===== src/rtl/mux_scan_pkg.sv =====
// Shared definitions for the scanning channel multiplexer: FSM state
// encoding, mode constants, last-active-mode encoding and the state decoder.
package mux_scan_pkg;

    // Operating state, re-decoded from en/mode on every clock edge.
    typedef enum logic [1:0] {
        ST_IDLE   = 2'd0,
        ST_MANUAL = 2'd1,
        ST_SCAN   = 2'd2
    } state_t;

    // Values of the mode input.
    localparam logic MODE_MANUAL = 1'b0;
    localparam logic MODE_SCAN   = 1'b1;

    // Remembers which active mode ran last, so a pause can resume a scan.
    typedef enum logic {
        LAST_MANUAL = 1'b0,
        LAST_SCAN   = 1'b1
    } last_active_t;

    // Map the control inputs onto the state the block operates in this edge.
    function automatic state_t decode_state(input logic en, input logic mode);
        state_t st;
        st = ST_IDLE;
        if (en == 1'b0) begin
            st = ST_IDLE;
        end else begin
            case (mode)
                MODE_MANUAL: st = ST_MANUAL;
                MODE_SCAN:   st = ST_SCAN;
                default:     st = ST_IDLE;
            endcase
        end
        return st;
    endfunction

endpackage


===== src/rtl/mux_scan_sel_scan_counter.sv =====
// Scan position tracker: a dwell counter (0..DWELL-1) nested inside a channel
// counter (0..CHANNELS-1). The registers hold the position currently on the
// output; chan_next/wrap_next describe the position about to be shown, so the
// top level can register the data for that channel on the same edge.
module scan_counter #(
    parameter int CHANNELS = 4,
    parameter int DWELL    = 8,
    parameter int SEL_W    = 2
) (
    input  logic             clk,
    input  logic             resetn,
    input  logic             clear,      // restart at channel 0, dwell 0
    input  logic             hold,       // freeze both counters
    output logic [SEL_W-1:0] chan_next,  // channel shown after this edge
    output logic             wrap_next   // this edge wraps last channel -> 0
);
    import mux_scan_pkg::*;

    localparam int DWELL_W = $clog2(DWELL) + 1;
    localparam logic [DWELL_W-1:0] LAST_DWELL = DWELL_W'(DWELL - 1);
    localparam logic [DWELL_W-1:0] DWELL_ONE  = DWELL_W'(1);
    localparam logic [SEL_W-1:0]   LAST_CHAN  = SEL_W'(CHANNELS - 1);
    localparam logic [SEL_W-1:0]   CHAN_ONE   = SEL_W'(1);

    logic [SEL_W-1:0]   chan_r;
    logic [DWELL_W-1:0] dwell_r;
    logic [SEL_W-1:0]   chan_nxt_s;
    logic [DWELL_W-1:0] dwell_nxt_s;
    logic               wrap_nxt_s;

    // Next scan position: clear, hold, or advance one dwell cycle.
    always_comb begin
        chan_nxt_s  = chan_r;
        dwell_nxt_s = dwell_r;
        wrap_nxt_s  = 1'b0;
        if (clear) begin
            chan_nxt_s  = {SEL_W{1'b0}};
            dwell_nxt_s = {DWELL_W{1'b0}};
            wrap_nxt_s  = 1'b0;
        end else if (hold) begin
            chan_nxt_s  = chan_r;
            dwell_nxt_s = dwell_r;
            wrap_nxt_s  = 1'b0;
        end else begin
            // ">=" keeps a corrupted counter from running past its range.
            if (dwell_r >= LAST_DWELL) begin
                dwell_nxt_s = {DWELL_W{1'b0}};
                if (chan_r >= LAST_CHAN) begin
                    chan_nxt_s = {SEL_W{1'b0}};
                    wrap_nxt_s = 1'b1;
                end else begin
                    chan_nxt_s = chan_r + CHAN_ONE;
                    wrap_nxt_s = 1'b0;
                end
            end else begin
                dwell_nxt_s = dwell_r + DWELL_ONE;
                chan_nxt_s  = chan_r;
                wrap_nxt_s  = 1'b0;
            end
        end
    end

    // Scan position registers.
    always_ff @(posedge clk or negedge resetn) begin
        if (!resetn) begin
            chan_r  <= {SEL_W{1'b0}};
            dwell_r <= {DWELL_W{1'b0}};
        end else begin
            chan_r  <= chan_nxt_s;
            dwell_r <= dwell_nxt_s;
        end
    end

    assign chan_next = chan_nxt_s;
    assign wrap_next = wrap_nxt_s;

endmodule


===== src/rtl/mux_scan_sel.sv =====
// Registered N-channel, W-bit multiplexer with a manual select mode and an
// automatic scan mode that dwells DWELL cycles on every channel in turn.
// Outputs carry a valid flag, the driving channel and a scan wrap pulse.
module mux_scan_sel #(
    parameter int  WIDTH    = 4,
    parameter int  CHANNELS = 4,
    parameter int  DWELL    = 8,
    localparam int SEL_W    = $clog2(CHANNELS)
) (
    input  logic                      clk,
    input  logic                      resetn,
    input  logic [CHANNELS*WIDTH-1:0] din,
    input  logic [SEL_W-1:0]          sel_in,
    input  logic                      mode,
    input  logic                      en,
    output logic [WIDTH-1:0]          dout,
    output logic [SEL_W-1:0]          sel_out,
    output logic                      dout_valid,
    output logic                      scan_wrap
);
    import mux_scan_pkg::*;

    localparam logic [SEL_W:0] CHAN_COUNT = (SEL_W + 1)'(CHANNELS);

    state_t           state_r;
    state_t           state_nxt_s;
    last_active_t     last_active_r;
    last_active_t     last_active_nxt_s;

    logic             cnt_clear_s;
    logic             cnt_hold_s;
    logic [SEL_W-1:0] scan_chan_s;
    logic             scan_wrap_s;
    logic             scan_fresh_s;
    logic             manual_in_range_s;
    logic [WIDTH-1:0] manual_data_s;
    logic [WIDTH-1:0] scan_data_s;

    logic [WIDTH-1:0] dout_r;
    logic [SEL_W-1:0] sel_r;
    logic             valid_r;
    logic             wrap_r;
    logic [WIDTH-1:0] dout_nxt_s;
    logic [SEL_W-1:0] sel_nxt_s;
    logic             valid_nxt_s;
    logic             wrap_nxt_s;

    // Extract one channel from the flattened bus; indices past the last
    // channel yield zero.
    function automatic logic [WIDTH-1:0] pick_channel(
        input logic [CHANNELS*WIDTH-1:0] bus,
        input logic [SEL_W-1:0]          idx
    );
        logic [WIDTH-1:0] data;
        data = {WIDTH{1'b0}};
        for (int i = 0; i < CHANNELS; i++) begin
            data = (idx == SEL_W'(i)) ? bus[i*WIDTH +: WIDTH] : data;
        end
        return data;
    endfunction

    scan_counter #(
        .CHANNELS (CHANNELS),
        .DWELL    (DWELL),
        .SEL_W    (SEL_W)
    ) u_scan_counter (
        .clk       (clk),
        .resetn    (resetn),
        .clear     (cnt_clear_s),
        .hold      (cnt_hold_s),
        .chan_next (scan_chan_s),
        .wrap_next (scan_wrap_s)
    );

    // Data-path lookups for both modes.
    always_comb begin
        manual_in_range_s = ({1'b0, sel_in} < CHAN_COUNT);
        manual_data_s     = pick_channel(din, sel_in);
        scan_data_s       = pick_channel(din, scan_chan_s);
    end

    // A scan restarts unless it was running, or paused out of a running scan.
    // Any unexpected state value also forces a clean restart.
    always_comb begin
        scan_fresh_s = !((state_r == ST_SCAN) ||
                         ((state_r == ST_IDLE) && (last_active_r == LAST_SCAN)));
    end

    // Next-state decode, counter control and next output values.
    always_comb begin
        state_nxt_s       = decode_state(en, mode);
        last_active_nxt_s = last_active_r;
        cnt_clear_s       = 1'b0;
        cnt_hold_s        = 1'b1;
        dout_nxt_s        = dout_r;
        sel_nxt_s         = sel_r;
        valid_nxt_s       = 1'b0;
        wrap_nxt_s        = 1'b0;
        case (state_nxt_s)
            ST_IDLE: begin
                // Outputs and scan position hold; data is flagged stale.
                cnt_clear_s = 1'b0;
                cnt_hold_s  = 1'b1;
                valid_nxt_s = 1'b0;
                wrap_nxt_s  = 1'b0;
            end
            ST_MANUAL: begin
                // Scan position is discarded; the next scan starts at channel 0.
                last_active_nxt_s = LAST_MANUAL;
                cnt_clear_s       = 1'b1;
                cnt_hold_s        = 1'b0;
                sel_nxt_s         = sel_in;
                wrap_nxt_s        = 1'b0;
                if (manual_in_range_s) begin
                    dout_nxt_s  = manual_data_s;
                    valid_nxt_s = 1'b1;
                end else begin
                    dout_nxt_s  = {WIDTH{1'b0}};
                    valid_nxt_s = 1'b0;
                end
            end
            ST_SCAN: begin
                last_active_nxt_s = LAST_SCAN;
                cnt_clear_s       = scan_fresh_s;
                cnt_hold_s        = 1'b0;
                dout_nxt_s        = scan_data_s;
                sel_nxt_s         = scan_chan_s;
                valid_nxt_s       = 1'b1;
                wrap_nxt_s        = scan_wrap_s;
            end
            default: begin
                cnt_clear_s = 1'b0;
                cnt_hold_s  = 1'b1;
                valid_nxt_s = 1'b0;
                wrap_nxt_s  = 1'b0;
            end
        endcase
    end

    // State and last-active-mode registers.
    always_ff @(posedge clk or negedge resetn) begin
        if (!resetn) begin
            state_r       <= ST_IDLE;
            last_active_r <= LAST_MANUAL;
        end else begin
            state_r       <= state_nxt_s;
            last_active_r <= last_active_nxt_s;
        end
    end

    // Output registers.
    always_ff @(posedge clk or negedge resetn) begin
        if (!resetn) begin
            dout_r  <= {WIDTH{1'b0}};
            sel_r   <= {SEL_W{1'b0}};
            valid_r <= 1'b0;
            wrap_r  <= 1'b0;
        end else begin
            dout_r  <= dout_nxt_s;
            sel_r   <= sel_nxt_s;
            valid_r <= valid_nxt_s;
            wrap_r  <= wrap_nxt_s;
        end
    end

    assign dout       = dout_r;
    assign sel_out    = sel_r;
    assign dout_valid = valid_r;
    assign scan_wrap  = wrap_r;

endmodule


===== config.mk =====
export PLATFORM = sky130hd
export DESIGN_NAME = mux_scan_sel
export DESIGN_NICKNAME = d
export VERILOG_FILES = /design/src/rtl/mux_scan_pkg.sv /design/src/rtl/mux_scan_sel_scan_counter.sv /design/src/rtl/mux_scan_sel.sv
export SDC_FILE = /design/constraint.sdc
export NUM_CORES = 1
export LEC_CHECK = 0
export BUFFER_PORTS_ARGS = -buffer_cell sky130_fd_sc_hd__buf_4
export CAP_MARGIN = 25
export CORE_UTILIZATION = 53
export CTS_CLUSTER_DIAMETER = 100
export CTS_CLUSTER_SIZE = 10
export DETAILED_ROUTE_END_ITERATION = 10
export PLACE_DENSITY = 0.91
export SYNTH_ARGS = -nofsm -noshare
export SYNTH_HDL_FRONTEND = slang
export SYNTH_SLANG_ARGS = --single-unit

===== constraint.sdc =====
create_clock -name clk -period 4.91 [get_ports clk]
set_clock_uncertainty 0.1 [all_clocks]
set_input_delay 0.982 -clock clk [delete_from_list [all_inputs] [get_ports clk]]
set_output_delay 0.982 -clock clk [all_outputs]
set_load 0.05 [all_outputs]

# Yosys cells after proc, flatten, opt, wreduce, memory -nomap -nowiden
# Cells that the tools add are included.
[word_totals]
reg_bits = 17
inputBits = 22
out_inout_bits = 8
elab_cells = 58
[classes]
n_addsub = 2
order_cmp = 2
eq_ne = 9
n_mux = 27
bitwise = 1
n_reduce_logical = 9
[ops]
columns = ["operator", "n"]
rows = [
  ["4-bit 2-to-1 mux", 11],
  ["2-bit == test (second input constant)", 6],
  ["2-bit 2-to-1 mux", 5],
  ["2-bit one-hot mux with 2 select lines", 2],
  ["4-bit one-hot mux with 2 select lines", 1],
  ["2-bit by 1-bit == test with 1-bit output (second input constant)", 3],
  ["2-bit zero test", 3],
  ["1-bit 2-to-1 mux", 6],
  ["4-bit by 1-bit adder with 4-bit output (second input constant)", 1],
  ["4-bit by 3-bit >= comparator with 1-bit output (second input constant)", 1],
  ["1-bit one-hot mux with 2 select lines", 2],
  ["2-bit nonzero test", 2],
  ["2-bit by 1-bit adder with 2-bit output (second input constant)", 1],
  ["2-bit >= comparator (second input constant)", 1],
  ["2-bit OR reduction", 1],
  ["1-bit logical AND", 1],
  ["1-bit zero test", 1],
  ["1-bit logical OR", 1],
  ["1-bit NOT", 1],
]

# Logic depth before layout (Yosys ltp)
# Gate-level depths: netlist of the first run.
[depth]
word_depth = 13
ltp_mapped = 6
ltp_nobuf = 6

# Hierarchy
# A second synthesis of the first run with hierarchy kept.
[hier_totals]
cells_unflattened = 104
hier_area_um2 = 1068.5
[modules_own_cells]
columns = ["module", "n_inst", "cells_each", "area_per_inst_um2", "seq_area_each_um2"]
rows = [
  ["mux_scan_sel", 1, 69, 745.7, 275.3],
  ["scan_counter", 1, 35, 322.8, 150.1],
]

# Worst setup path after synthesis of the first run
# Ideal clock, no wire load.
[synth_timing]
kind = "input to register"
from = "input sel_in[0]"
to = "register dout_r[0], in the netlist dout[0]"
setup_ns = 0.158
arrival_time_ns = 2.134
required_time_ns = 4.652
setup_slack_ns = 2.518
path_stages = 4
path_buffers = 1
path_cell_list = "clkbuf_1 > mux4_2 > a221oi_1 > o221ai_1"
[synth_between]
elab_chain_cells = 6
word_cells_on_any_way = 9
classes_between = "eq/ne (3); mux (5); reduce/logical (1)"
[synth_rtl]
columns = ["item", "line_no", "source"]
rows = [
  ["from (decl)", "mux_scan_sel.sv:13", "input logic [SEL_W-1:0] sel_in,"],
  ["2-bit zero test", "mux_scan_sel.sv:57", "data = (idx == SEL_W'(i)) ? bus[i*WIDTH +: WIDTH] : data;"],
  ["4-bit 2-to-1 mux (3 in a row)", "mux_scan_sel.sv:57", ""],
  ["4-bit 2-to-1 mux *", "mux_scan_sel.sv:57", ""],
  ["4-bit one-hot mux with 2 select lines *", "mux_scan_sel.sv:99", "case (state_nxt_s)"],
  ["to (signal assigned)", "mux_scan_sel.sv:154", "dout_r <= {WIDTH{1'b0}};"],
  ["to (signal assigned)", "mux_scan_sel.sv:159", "dout_r <= dout_nxt_s;"],
  ["to (decl)", "mux_scan_sel.sv:39", "logic [WIDTH-1:0] dout_r;"],
]
# Mark *: on every way between the ends. The rest lies on a longest branch, timed or not.
# A chain may end at the register's enable or synchronous reset.

# Worst setup path in the final report of the first run
[layout_timing]
from = "register u_scan_counter.dwell_r[0]"
to = "register dout_r[3], in the netlist dout[3]"
[layout_between]
elab_chain_cells = 10
word_cells_on_any_way = 13
classes_between = "order compare (1); eq/ne (3); mux (8); reduce/logical (1)"
[layout_rtl]
columns = ["item", "line_no", "source"]
rows = [
  ["from (decl)", "mux_scan_sel_scan_counter.sv:26", "logic [DWELL_W-1:0] dwell_r;"],
  ["from (signal assigned)", "mux_scan_sel_scan_counter.sv:67", "dwell_r <= {DWELL_W{1'b0}};"],
  ["from (signal assigned)", "mux_scan_sel_scan_counter.sv:70", "dwell_r <= dwell_nxt_s;"],
  ["4-bit by 3-bit >= comparator with 1-bit output *", "mux_scan_sel_scan_counter.sv:46", "if (dwell_r >= LAST_DWELL) begin"],
  ["2-bit 2-to-1 mux *", "mux_scan_sel_scan_counter.sv:46", ""],
  ["2-bit 2-to-1 mux *", "mux_scan_sel_scan_counter.sv:40", "end else if (hold) begin"],
  ["2-bit 2-to-1 mux *", "mux_scan_sel_scan_counter.sv:36", "if (clear) begin"],
  ["2-bit zero test", "mux_scan_sel.sv:57", ""],
  ["4-bit 2-to-1 mux (3 in a row)", "mux_scan_sel.sv:57", ""],
  ["4-bit 2-to-1 mux *", "mux_scan_sel.sv:57", ""],
  ["4-bit one-hot mux with 2 select lines *", "mux_scan_sel.sv:99", ""],
]
# Marked as above.

==> out/qor.log, run 1 <==
[outcome] status completed
[synth] Yosys warnings 0
[final_layout] share of layout cells above drive strength 1 0.3707
[sta] setup repair after global routing missed its margin no
[drt] router iterations before antenna repair 4
[cts] total of hold buffers inserted after clock tree synthesis 0
[sta] Hold Vio Cnt, Final 0
[placement] half-perimeter wire length after detailed placement 1665 um
[synth] number of storage elements in the synthesis netlist 17
[drt] post-detailed-route via-to-cell ratio 5.865
[sta] shortest period the worst path allows 2.353 ns
[min_path] hold crit path type reg2reg
[sta] Achievable Freq 0.4249 GHz
[setup_path] largest fanout on the critical path 5
[setup_path] crit path max-delay cell type sky130_fd_sc_hd__o311ai_0
[grt] pin count of the biggest net entering global routing 20
[setup_path] Crit path required time 4.95 ns
[cts] CTS Root Buffer Type sky130_fd_sc_hd__clkbuf_4
[power_and_ir_drop] peak supply drop 0.1478 mV
[setup_path] CP Capture Type flop
[synth] synth unique cells 31
[setup_path] largest incremental delay on the critical path 0.78 ns
[floorplan] Die Height 44.80 um
[grt] global route total overflow 0
[cts] Skew-Pair Late Insertion Delay 0.28 ns
[sta] post-route setup TNS 0 ns
[floorplan] placement row count 15
[drt] DRC violations left 0
[setup_path] series of cell instances along the critical path ha_1 > a21o_1 > mux2i_1 > o311ai_0 > o221ai_1
[setup_path] data arrival at the endpoint of the critical path 2.39 ns
[setup_path] Largest delay share family, worst path compound AO/OA/AOI/OAI gates
[final_layout] diode count 0
[synth] nets in the synthesized netlist 111
[floorplan] Floorplan Core Area 1727 um^2
[synth] most instantiated flip-flop cell in the synthesis netlist sky130_fd_sc_hd__dfrtp_1
[setup_path] Setup CP Type reg2reg
[drt] drt initial violations 27
[cts] Clock transition at path regs 0.10 ns
[sta] tightest slew margin relative to the limit 0.3914
[final_layout] total area of multi-input combinational cells 491.7 um^2
[floorplan] Initial Utilization 0.5623
[setup_path] type of element launching the critical path flop
[final_layout] final instance area 1230 um^2
[cts] CTS H-tree lvls 1
[flow_run] number of maximum-capacitance violations 0
[cts] buffer count from post-CTS setup fixing 0
[drt] per-cell routed wire length 15.23 um
[setup_path] buffers and inverters on the worst path 0
[drt] final wirelength 2147 um
[final_layout] total number of nets in the final design 141
[grt] first-pass GRT wire length 3498 um
[cts] clock sink count 17
[cts] clock buffer depth 2
[sta] crit share post-route 0.4793
[floorplan] x dimension of the die 44.80 um
[synth] Post-Syn Area per Cell 11.16 um^2
[synth] post-synthesis sequential area ratio 0.4381
[grt] initial antenna violation count 0
[final_layout] # fillers 140
[sta] transition at the pin with the smallest max-transition slack 0.9014 ns
[drt] total vias in the final route 827
[cts] CTS tree done
[grt] aggregate global-route resource usage 0.2440
[placement] cell area reported after detailed placement 1204 um^2
[drt] post-route ant nets 0
[synth] ys async rst share 1.000
[final_layout] commonest non-fill, non-tap cells in the layout sky130_fd_sc_hd__buf_4 (29), sky130_fd_sc_hd__dfrtp_1 (17), sky130_fd_sc_hd__inv_1 (9)
[grt] vias in the first global route 788
[sta] final setup vio count 0
[cts] total clock buffers created by CTS 3
[final_layout] area grow syn2layout 26.68%
[power_and_ir_drop] leakage 0.0006030 uW
[floorplan] die outline area 2007 um^2
[final_layout] sequential cell area 425.4 um^2
[synth] number of enable-type register cells in the synthesized netlist 0
[sta] final slew viol count 0
[placement] routability congestion estimate from global placement 0.8581
[final_layout] most frequent standard cell in the layout excluding fill and tap cells sky130_fd_sc_hd__buf_4
[cts] number of gates resized after CTS 0
[synth] post-synthesis instance area 970.9 um^2
[floorplan] count of pins on the block boundary 30
[synth] synthesized instance count 87
[power_and_ir_drop] PwrDens 260.7 nW/um^2
[placement] Port-buffer cells 29
## metal layers
layer  vias up  GRT usage  wire (um)
met2        26     0.4235       1103
met4         0     0.1091         40
li1        387          -          -
met1       410     0.3005        919
met3         4    0.03600         84
met5         -          0          0
## logic make-up (layout without fill, tap and decap cells)
group,Yosys count,count (layout),synth area share
compound gates,22,22,0.1894
simple gates,20,20,0.1134
flops,17,17,0.4381
buf+inv,14,43,0.05540
mux,12,12,0.1778
fa+ha+maj,2,2,0.02577
## power breakdown
part	total (uW)	internal (uW)	switching [uW]
logic	88.4	37.7	50.7
registers	156	150	6.07
clock network	76.4	31.5	44.9
total	321	219	102
## state kept, by name, summed over array words and instances (netlist names)
name / flops
dout: 4
u_scan_counter.dwell_r: 4
sel_out: 2
state_r: 2
u_scan_counter.chan_r: 2
dout_valid: 1
last_active_r: 1
scan_wrap: 1
## cells in the mapped netlist (2+ instances only)
| cell type | count | area share |
|---|---|---|
| sky130_fd_sc_hd__a21oi_1 | 3 | 0.015 |
| sky130_fd_sc_hd__a221oi_1 | 4 | 0.036 |
| sky130_fd_sc_hd__clkbuf_1 | 2 | 0.0077 |
| sky130_fd_sc_hd__dfrtp_1 | 17 | 0.44 |
| sky130_fd_sc_hd__ha_1 | 2 | 0.026 |
| sky130_fd_sc_hd__inv_1 | 9 | 0.035 |
| sky130_fd_sc_hd__mux2_2 | 2 | 0.023 |
| sky130_fd_sc_hd__mux2i_1 | 6 | 0.062 |
| sky130_fd_sc_hd__mux4_2 | 4 | 0.093 |
| sky130_fd_sc_hd__nand2_1 | 4 | 0.015 |
| sky130_fd_sc_hd__nand3_1 | 2 | 0.010 |
| sky130_fd_sc_hd__nor2_1 | 5 | 0.019 |
| sky130_fd_sc_hd__nor2b_1 | 5 | 0.032 |
| sky130_fd_sc_hd__o21ai_1 | 2 | 0.010 |
| sky130_fd_sc_hd__o221ai_1 | 4 | 0.036 |
## path summary, 6_finish.rpt
check	depth (start not counted)	startpoint	slack [ns]	to
hold reg to reg	1	last_active_r	0.42	last_active_r
setup reg to reg	5	u_scan_counter.dwell_r[0]	2.56	dout[3]
min in group asynchronous	1	resetn	0.44	scan_wrap
hold / removal	1	last_active_r	0.42	last_active_r
setup / recovery	5	u_scan_counter.dwell_r[0]	2.56	dout[3]
max in group asynchronous	1	resetn	4.08	last_active_r
## worst register-to-register path, cell delays in order (launching register included)
cell and delay, ns:
sky130_fd_sc_hd__dfrtp_1 0.42, sky130_fd_sc_hd__ha_1 0.24, sky130_fd_sc_hd__a21o_1 0.25, sky130_fd_sc_hd__mux2i_1 0.19, sky130_fd_sc_hd__o311ai_0 0.78, sky130_fd_sc_hd__o221ai_1 0.23
## cell type report
| type | count | area share |
|---|---|---|
| clock buffer | 4 | 0.02136 |
| inverter | 10 | 0.03052 |
| multi-input combinational | 56 | 0.3998 |
| sequential | 17 | 0.3459 |
| tap | 25 | 0.02543 |
| timing repair buffer | 29 | 0.1770 |
## through the flow
stage          power [uW]  utilization  cells  hold slack (ns)  setup slack, ns
2_1_floorplan       211.2            -     87           0.3785            2.518
3_3_place_gp        243.9       0.6971    137           0.3943            2.415
3_5_place_dp        246.8       0.6971    137           0.4029            2.364
4_1_cts             320.2       0.7123    141           0.4254            2.614
5_1_grt             333.3       0.7123    141           0.4404            2.465
6_report            320.6       0.7123    141           0.4205            2.557
No activity file was read; power rests on OpenSTA's default activity.
==> inputs of run 2 (changes only) <==
--- a/config.mk
+++ b/config.mk
@@ -7,11 +7,11 @@
 export LEC_CHECK = 0
 export BUFFER_PORTS_ARGS = -buffer_cell sky130_fd_sc_hd__buf_4
 export CAP_MARGIN = 25
-export CORE_UTILIZATION = 53
+export CORE_UTILIZATION = 49
 export CTS_CLUSTER_DIAMETER = 100
 export CTS_CLUSTER_SIZE = 10
 export DETAILED_ROUTE_END_ITERATION = 10
-export PLACE_DENSITY = 0.91
+export PLACE_DENSITY = 0.86
 export SYNTH_ARGS = -nofsm -noshare
 export SYNTH_HDL_FRONTEND = slang
 export SYNTH_SLANG_ARGS = --single-unit
==> constraint.sdc (replaced) <==
create_clock -name clk -period 2.2 [get_ports clk]
set_clock_uncertainty 0.1 [all_clocks]
set_input_delay 0.44 -clock clk [delete_from_list [all_inputs] [get_ports clk]]
set_output_delay 0.44 -clock clk [all_outputs]
set_load 0.05 [all_outputs]
==> run 2 against run 1 <==
Critical path depth increased by 1. Sequential power increased by 120%. Register-to-register slack got worse by 2.5 ns. Power increased by 120%. Largest power group unchanged.
==> out/qor.log, run 2 (same netlist as run 1, synthesis figures left out) <==
[setup_path] data arrival at the endpoint of the critical path 2.17 ns
[drt] final wirelength 2318 um
[sta] final setup vio count 0
[placement] routability congestion estimate from global placement 0.8184
[drt] DRC violations left 0
[sta] shortest period the worst path allows 2.123 ns
[drt] drt initial violations 16
[grt] grt met3 use 0.05490
[cts] number of gates resized after CTS 0
[sta] crit share post-route 0.9649
[grt] aggregate global-route resource usage 0.2531
[setup_path] startpoint of the worst-slack reg-to-reg timing path u_scan_counter.dwell_r[0]
[grt] met1 demand-to-capacity share in global routing 0.2691
[grt] first-pass GRT wire length 3691 um
[cts] total clock buffers created by CTS 3
[cts] clock buffer depth 2
[grt] pin count of the biggest net entering global routing 18
[sta] Hold Vio Cnt, Final 0
[drt] router iterations before antenna repair 4
[final_layout] diode count 0
[sta] setup repair after global routing missed its margin no
[drt] post-detailed-route via-to-cell ratio 5.855
[floorplan] Die Height 46.52 um
[setup_path] type of element launching the critical path flop
[cts] clock sink count 17
[min_path] hold crit path type in2reg
[placement] Port-buffer cells 29
[cts] Skew-Pair Late Insertion Delay 0.28 ns
[grt] met2 Use GR 0.4583
[final_layout] # fillers 157
[setup_path] worst r2r dst dout[1]
[placement] half-perimeter wire length after detailed placement 1806 um
[sta] post-route setup TNS 0 ns
[setup_path] Setup CP Type reg2reg
[drt] per-cell routed wire length 15.99 um
[setup_path] CP Capture Type flop
[final_layout] total number of nets in the final design 145
[min_path] worst-case hold path end point dout[3]
[floorplan] x dimension of the die 46.52 um
[power_and_ir_drop] PwrDens 565.6 nW/um^2
[cts] Clock transition at path regs 0.10 ns
[setup_path] critical path launch point u_scan_counter.dwell_r[0]
[min_path] number of cells on the worst hold path 3
[cts] CTS H-tree lvls 1
[power_and_ir_drop] peak supply drop 0.3424 mV
[floorplan] placement row count 15
[final_layout] share of layout cells above drive strength 1 0.3833
[flow_run] number of maximum-capacitance violations 0
[sta] final slew viol count 0
[grt] global route total overflow 0
[min_path] origin of the worst min-delay path din[15]
[setup_path] count of cells along the worst register-to-register path 6
[final_layout] commonest non-fill, non-tap cells in the layout sky130_fd_sc_hd__buf_4 (32), sky130_fd_sc_hd__dfrtp_1 (17), sky130_fd_sc_hd__inv_1 (9)
[floorplan] Initial Utilization 0.5446
[setup_path] largest fanout on the critical path 5
[setup_path] Crit path required time 2.25 ns
[floorplan] count of pins on the block boundary 30
[sta] tightest slew margin relative to the limit 0.7196
[final_layout] area grow syn2layout 30.03%
[grt] vias in the first global route 906
[grt] most utilized layer in the global route result met2
[drt] total vias in the final route 849
[final_layout] most frequent standard cell in the layout excluding fill and tap cells sky130_fd_sc_hd__buf_4
[sta] Achievable Freq 0.4711 GHz
[placement] cell area reported after detailed placement 1226 um^2
[cts] CTS tree done
[floorplan] Floorplan Core Area 1783 um^2
[setup_path] flop-to-flop setup slack 0.08 ns
[power_and_ir_drop] leakage 0.0006218 uW
[floorplan] die outline area 2164 um^2
[cts] CTS Root Buffer Type sky130_fd_sc_hd__clkbuf_4
[final_layout] final instance area 1262 um^2
[outcome] status completed
[drt] post-route ant nets 0
[sta] transition at the pin with the smallest max-transition slack 0.4161 ns
[grt] initial antenna violation count 0
run 2: changes by cell type in the layout (fill, tap and decap cells not counted):
cell,delta
sky130_fd_sc_hd__buf_4,+3
sky130_fd_sc_hd__dlygate4sd3_1,+1
run 2: power by group:
group,internal [uW],total (uW),switching [uW]
Clock,70.4,162,91.9
Sequential,334,348,13.5
Combinational,88.5,204,116
run 2: metrics by stage:
step / total power, uW / util / hold WS [ns] / instances / worst slack (ns)
after floorplan: 471.4 / - / 0.04441 / 87 / 0.2449
after global placement: 549.8 / 0.6877 / 0.2137 / 140 / 0.2372
after detailed placement: 556.0 / 0.6877 / 0.2172 / 140 / 0.1375
after CTS: 721.4 / 0.7081 / 0.3017 / 145 / 0.1256
after global routing: 752.8 / 0.7081 / 0.3061 / 145 / 0.02343
final: 714.0 / 0.7081 / 0.3080 / 145 / 0.07719
run 2: metal layers:
metal / routed length [um] / part of all wire
met1: 888 / 0.38
met2: 1236 / 0.53
met3: 136 / 0.059
met4: 57 / 0.025
met5: 0 / 0
run 2: layout make-up:
class / instances / area (um^2) / share of cell area
Clock buffer: 4 / 26.28 / 0.02081
Inverter: 10 / 37.54 / 0.02973
Multi-Input combinational cell: 56 / 491.7 / 0.3895
Sequential cell: 17 / 425.4 / 0.3370
Tap cell: 25 / 31.28 / 0.02478
Timing Repair Buffer: 33 / 250.2 / 0.1982
run 2: critical path, stage by stage, from the launching register on:
cell                       delay (ns)
sky130_fd_sc_hd__dfrtp_1         0.41
sky130_fd_sc_hd__ha_1            0.24
sky130_fd_sc_hd__a21o_1          0.25
sky130_fd_sc_hd__mux2i_1         0.29
sky130_fd_sc_hd__a211oi_2        0.13
sky130_fd_sc_hd__a221oi_1        0.39
sky130_fd_sc_hd__o221ai_1        0.18
run 2: how the worst max path moves through the flow:
stage	end	slack, ns
floorplan	dout[3]	0.24
global placement	sel_out[1]	0.24
detailed placement	dout[1]	0.14
CTS	dout[1]	0.13
global route	dout[1]	0.02
finish	dout[1]	0.08
run 2: what timing repair did:
item | CTS | global route
endpoints found under the setup margin | 0 | 0
setup buffers | 0 | 0
hold endpoints to repair | 17 | 0
hold buffers | 1 | 0
